`src/rtl/multi_hs_seq.sv`:
```
// N-channel handshake sequencer: round-robin grant onto one shared engine, WAIT timeout, bounded retry.
// Define MULTI_HS_SEQ_ASSERT_EN to compile in SVA over the handshake outputs.
module multi_hs_seq #(
  parameter int NCH       = 4,
  parameter int TIMEOUT   = 8,
  parameter int MAX_RETRY = 2
) (
  input  logic           clk,
  input  logic           rst,
  input  logic [NCH-1:0] req_i,
  input  logic           eng_done_i,
  input  logic           eng_err_i,
  output logic [NCH-1:0] rdy_o,
  output logic [NCH-1:0] start_o,
  output logic [NCH-1:0] rt_o,
  output logic [NCH-1:0] er_o,
  output logic [NCH-1:0] endd_o,
  output logic           busy_o
);

  localparam int CW = $clog2(NCH);
  localparam int TW = $clog2(TIMEOUT);
  localparam int RW = (MAX_RETRY > 0) ? $clog2(MAX_RETRY + 1) : 1;
  localparam logic [TW-1:0] TMR_LAST  = TW'(TIMEOUT - 1);
  localparam logic [RW-1:0] RCNT_MAX  = RW'(MAX_RETRY);
  localparam logic [CW-1:0] CHAN_LAST = CW'(NCH - 1);

  typedef enum logic [1:0] {S_IDLE, S_START, S_WAIT, S_DONE} state_t;

  state_t         r_state, w_state_nx;
  logic [CW-1:0]  r_chan, w_chan_nx;
  logic [CW-1:0]  r_ptr, w_ptr_nx;
  logic [CW-1:0]  w_gnt;
  logic           w_gnt_vld;
  logic [TW-1:0]  r_tmr, w_tmr_nx;
  logic [RW-1:0]  r_rcnt, w_rcnt_nx;
  logic           r_ok, w_ok_nx;
  logic           r_rt, w_rt_nx;
  logic           w_fail;
  logic [NCH-1:0] w_onehot;

  // Scan from highest offset down so the lowest offset from r_ptr wins.
  always_comb begin
    w_gnt_vld = 1'b0;
    w_gnt     = '0;
    for (int i = NCH - 1; i >= 0; i--) begin
      if (req_i[(int'(r_ptr) + i) % NCH]) begin
        w_gnt_vld = 1'b1;
        w_gnt     = CW'((int'(r_ptr) + i) % NCH);
      end
    end
  end

  always_comb begin
    w_state_nx = r_state;
    w_chan_nx  = r_chan;
    w_ptr_nx   = r_ptr;
    w_tmr_nx   = r_tmr;
    w_rcnt_nx  = r_rcnt;
    w_ok_nx    = r_ok;
    w_rt_nx    = r_rt;
    // Error beats done; a timeout only counts if done did not arrive in the last cycle.
    w_fail     = eng_err_i || ((r_tmr == TMR_LAST) && !eng_done_i);
    case (r_state)
      S_IDLE: begin
        if (w_gnt_vld) begin
          w_chan_nx  = w_gnt;
          w_rcnt_nx  = '0;
          w_rt_nx    = 1'b0;
          w_state_nx = S_START;
        end
      end
      S_START: begin
        w_tmr_nx   = '0;
        w_state_nx = S_WAIT;
      end
      S_WAIT: begin
        if (w_fail) begin
          if (r_rcnt < RCNT_MAX) begin
            w_rcnt_nx  = r_rcnt + 1'b1;
            w_rt_nx    = 1'b1;
            w_state_nx = S_START;
          end else begin
            w_ok_nx    = 1'b0;
            w_state_nx = S_DONE;
          end
        end else if (eng_done_i) begin
          w_ok_nx    = 1'b1;
          w_state_nx = S_DONE;
        end else begin
          w_tmr_nx = r_tmr + 1'b1;
        end
      end
      S_DONE: begin
        w_ptr_nx   = (r_chan == CHAN_LAST) ? '0 : r_chan + 1'b1;
        w_state_nx = S_IDLE;
      end
      default: w_state_nx = S_IDLE;
    endcase
  end

  always_ff @(posedge clk) begin
    if (rst) begin
      r_state <= S_IDLE;
      r_chan  <= '0;
      r_ptr   <= '0;
      r_tmr   <= '0;
      r_rcnt  <= '0;
      r_ok    <= 1'b0;
      r_rt    <= 1'b0;
    end else begin
      r_state <= w_state_nx;
      r_chan  <= w_chan_nx;
      r_ptr   <= w_ptr_nx;
      r_tmr   <= w_tmr_nx;
      r_rcnt  <= w_rcnt_nx;
      r_ok    <= w_ok_nx;
      r_rt    <= w_rt_nx;
    end
  end

  always_comb begin
    w_onehot         = '0;
    w_onehot[r_chan] = 1'b1;
  end

  // Outputs depend only on registered state.
  always_comb begin
    busy_o  = (r_state != S_IDLE);
    rdy_o   = busy_o ? ~w_onehot : '1;
    start_o = (r_state == S_START) ? w_onehot : '0;
    rt_o    = ((r_state == S_START) && r_rt) ? w_onehot : '0;
    endd_o  = ((r_state == S_DONE) && r_ok) ? w_onehot : '0;
    er_o    = ((r_state == S_DONE) && !r_ok) ? w_onehot : '0;
  end

`ifdef MULTI_HS_SEQ_ASSERT_EN
  a_onehot: assert property (@(posedge clk) disable iff (rst)
    $onehot0({start_o, endd_o, er_o}));

  for (genvar c = 0; c < NCH; c++) begin : g_sva
    a_rt_start: assert property (@(posedge clk) disable iff (rst)
      rt_o[c] |-> start_o[c]);
    a_attempt: assert property (@(posedge clk) disable iff (rst)
      start_o[c] |-> (!rdy_o[c] && !endd_o[c] && !er_o[c])
        ##1 (!rdy_o[c] && !endd_o[c] && !er_o[c]) [*1:TIMEOUT]
        ##1 (rt_o[c] || endd_o[c] || er_o[c]));
    a_bounded: assert property (@(posedge clk) disable iff (rst)
      start_o[c] |-> ##[1:TIMEOUT+1] (rt_o[c] || endd_o[c] || er_o[c] || !busy_o));
  end
`endif

endmodule

```
`config.mk`:
```
export PLATFORM = sky130hd
export DESIGN_NAME = multi_hs_seq
export DESIGN_NICKNAME = d
export VERILOG_FILES = /design/src/rtl/multi_hs_seq.sv
export SDC_FILE = /design/constraint.sdc
export NUM_CORES = 1
export LEC_CHECK = 0
export ABC_AREA = 1
export CAP_MARGIN = 30
export CORE_ASPECT_RATIO = 1.2
export CORE_MARGIN = 3
export CORE_UTILIZATION = 50
export CTS_CLUSTER_DIAMETER = 150
export CTS_CLUSTER_SIZE = 12
export DETAILED_ROUTE_END_ITERATION = 8
export PLACE_DENSITY = 0.85
export SYNTH_ARGS = -nofsm -noshare
export SYNTH_HDL_FRONTEND = slang
export SYNTH_SLANG_ARGS = --single-unit
```
`constraint.sdc`:
```
create_clock -name clk -period 4.01 [get_ports clk]
set_input_delay 0.6015 -clock clk [delete_from_list [all_inputs] [get_ports clk]]
set_output_delay 0.6015 -clock clk [all_outputs]
set_load 0.005 [all_outputs]
```
==> summary.log <==
[timing] final worst clock skew 11.2 ps
[route] DR top layer met4
[layout] number of filler cells placed in the layout 166
[worst_setup_path] flop-to-flop setup slack 2270 ps
[timing] fin. max-slew vios 0
[route] count of unresolved DRC violations after routing 0
[layout] net count of the finished layout 204
[timing] unrepaired setup endpoints after global routing false
[place] HPWL after detailed placement 2000 µm
[cts] Post-CTS Setup Repair Bufs 0
[route] WL final 2400 µm
[cts] CTS tree built
[cts] cell at the root of the clock tree sky130_fd_sc_hd__clkbuf_4
[worst_setup_path] last element of the critical path er_o[0]
[cts] level count of the clock H-tree 1
[yosys] Post-Synthesis Net Count 174
[hold_path] Hold/Removal Path Class reg -> reg
[worst_setup_path] critical path data required time 3410 ps
[timing] final hold slack 436 ps
[power] power density of the placed cells 260 nW/µm²
[floorplan] Core Box Area 1870 µm²
[worst_setup_path] slowest library cell on the worst path sky130_fd_sc_hd__clkdlybuf4s50_1
[power] Power, Total 341 µW
[worst_setup_path] source of the critical timing path r_state[0]$_SDFFE_PP0P_
[yosys] cell area after synthesis 1000 µm²
[route] total routed wire length on the met1 layer 912 µm
[yosys] dominant register cell in the synthesized netlist sky130_fd_sc_hd__dfxtp_1
[cts] maximum count of clock buffers along a single path 2
[worst_setup_path] capturing element type of the critical path output port
[worst_setup_path] data arrival at the endpoint of the critical path 1890 ps
[global_route] Remaining Overflow, GRT 0
[global_route] pin count of the biggest net entering global routing 10
[cts] number of hold buffers added after CTS 0
[timing] worst slew slack as a fraction of its limit 74.0%
[cts] clk_lat worst skew 290 ps
[run] maximum capacitance violations 0
[timing] achievable frequency 402 MHz
[power] sequential share of power 42.4%
[floorplan] Site Rows 17
[yosys] warnings from Yosys 0
[worst_setup_path] kind of launch point of the worst setup path flop
[layout] synth-to-layout area growth 31.1%
[route] DR WL met3 89 µm
[worst_setup_path] number of cells on the critical path 4
[outcome] status complete, no violations
[global_route] wire length of the first global-routing pass 3880 µm
[layout] proportion of layout cells with a drive suffix above 1 12.7%
[yosys] gate count of the mapped netlist 160
[worst_setup_path] CP top delay family simple AND/OR/NAND/NOR gates
[yosys] most area-hungry cell type in the Yosys netlist sky130_fd_sc_hd__dfxtp_1
[place] final weighted congestion in routability-driven placement 0.835
[worst_setup_path] Setup CP Type reg -> out
[timing] sum of negative setup slack 0 ps
[cts] clock-pin transition on the worst setup and hold timing paths 80 ps
[global_route] Total GRT Usage 20.7%
[place] port bufs 28
[floorplan] total die area 2580 µm²
[floorplan] Top-Level Pins 29
[power] Sw Share 34.9%
[yosys] Avg Inst Size Synth 6.26 µm²
[worst_setup_path] Worst R2R Start r_tmr[0]$_SDFFE_PP0P_
[worst_setup_path] cells traversed along the worst timing path nand2_1 > or2_2 > nor2_1 > clkdlybuf4s50_1
[yosys] count of flip-flops with a built-in enable after synthesis 0
[yosys] share of synthesized area occupied by flip-flops and latches 26.0%
[power] switching power 119 µW
[timing] final critical-path required period 2490 ps
[cts] Inserted Clock Buffers 3
[route] drt wl/cell 11.6 µm
[yosys] number of different library cells in the post-synthesis netlist 22
[power] worst voltage drop across the vdd grid 0.288 mV
[layout] end-of-flow core utilization 70.1%
[route] vias per cell 5.10
[timing] measured slew at the worst slew-check pin 389 ps
[worst_setup_path] Slowest Stage Delay on Critical Path 510 ps
[cts] number of gates resized after cts 0
[yosys] flip-flop and latch count after synthesis 13
[timing] final clock period utilization by the worst path 62.0%
[floorplan] Initial Utilization 53.5%
[layout] multi-input combinational cell area 627 µm²
[layout] number of antenna diodes 0
[worst_setup_path] critical path peak fanout 8
[yosys] cell with the most instances after synthesis sky130_fd_sc_hd__nand2_1
[layout] Reg area 260 µm²
[timing] Final Hold Vio Count 0
[route] number of nets still failing antenna checks after routing 0
[route] overall via count from detail_route 1061
[power] leak pwr 0.604 nW
[yosys] commonest cells in the netlist 39 x sky130_fd_sc_hd__nand2_1, 28 x sky130_fd_sc_hd__nor2_1, 21 x sky130_fd_sc_hd__inv_1
[global_route] vias in the first global route 1005
[yosys] biggest area contributors in the synthesized netlist sky130_fd_sc_hd__dfxtp_1 26%, sky130_fd_sc_hd__nand2_1 15%, sky130_fd_sc_hd__nor2_1 11%
[worst_setup_path] terminus of the critical flop-to-flop path r_tmr[1]$_SDFFE_PP0P_
[worst_setup_path] Bufs and invs on worst path 1
[timing] final setup fails 0
[route] Pre-antenna DRT Iters 4
[worst_setup_path] length in cells of the worst reg-to-reg path 8
[route] routed length on met2 1340 µm
[power] Comb power frac 33.0%
[yosys] share of the synthesized area in the top cell type 26.0%
[yosys] post-synthesis async set-or-reset flop share 0%
[cts] clock net sink count 13
[power] Internal Power 222 µW
[power] Clk pwr share 24.6%
[global_route] number of antenna violations at the first check in global routing 0
[route] violation count after the first detailed-route iteration 20
[floorplan] floorplan die width 46.8 µm
[floorplan] Die Y 55.0 µm
-- power groups by stage --
stage | Combinational (mW) | Sequential, mW | Clock [mW]
after floorplan | 0.0805 | 0.142 | 0
after CTS | 0.113 | 0.144 | 0.0835
final | 0.113 | 0.144 | 0.0837
after detailed placement | 0.113 | 0.147 | 0
after global routing | 0.127 | 0.146 | 0.0898
after global placement | 0.110 | 0.147 | 0
-- worst min path at each step --
stage,to,cells after the start,slack (ps),from
floorplan,r_rcnt[0]$_SDFFE_PP0P_,1,410,r_rcnt[0]$_SDFFE_PP0P_
global placement,r_rcnt[0]$_SDFFE_PP0P_,1,420,r_rcnt[0]$_SDFFE_PP0P_
detailed placement,r_rcnt[0]$_SDFFE_PP0P_,1,430,r_rcnt[0]$_SDFFE_PP0P_
CTS,r_rcnt[0]$_SDFFE_PP0P_,1,440,r_rcnt[0]$_SDFFE_PP0P_
global route,r_rcnt[0]$_SDFFE_PP0P_,1,460,r_rcnt[0]$_SDFFE_PP0P_
finish,r_rcnt[0]$_SDFFE_PP0P_,1,440,r_rcnt[0]$_SDFFE_PP0P_
-- kinds of logic after synthesis --
logic type / synth area share (%)
AOI/OAI and AO/OA: 9.75
adders and majority gates: 7.50
and+or+nand+nor: 45.4
buffers and inverters: 11.4
DFF: 26.0
-- sequential cells by signal (all words and copies together) (netlist names) --
name / cells
r_chan: 2
r_rcnt: 2
r_rt: 1
r_ok: 1
r_tmr: 3
r_ptr: 2
r_state: 2
-- metrics by stage --
| stage | setup slack (ps) | std cells | instance area [µm²] |
|---|---|---|---|
| floorplan | 2320 | 160 | 1000 |
| global placement | 1920 | 204 | 1290 |
| detailed placement | 1870 | 204 | 1290 |
| CTS | 1550 | 208 | 1310 |
| global route | 1430 | 208 | 1310 |
| finish | 1520 | 208 | 1310 |
-- layout make-up --
class | count | share of cell area (%)
inverter | 24 | 7.24
tap | 19 | 1.81
multi-input combinational | 120 | 47.8
sequential | 13 | 19.8
timing repair buffer | 28 | 21.4
clock buffer | 4 | 2.00
-- routing by layer --
metal / up-vias / global-route usage [%]
met5: - / 0
met3: 7 / 3.56
met1: 484 / 20.2
met2: 23 / 40.0
li1: 547 / -
met4: 0 / 10.6
-- cell usage in the layout (no fill, tap or decap), drive strengths merged --
cell / Yosys / routed
a211oi: 1 / 1
a21oi: 11 / 11
and2: 1 / 1
clkbuf: 2 / 4
clkdlybuf4s50: 0 / 28
dfxtp: 13 / 13
ha: 6 / 6
inv: 24 / 24
nand2: 52 / 52
nand3: 7 / 7
nor2: 31 / 31
nor3: 3 / 3
o21ai: 7 / 7
or2: 1 / 1
Note: power is estimated with default switching activity, not from simulation.
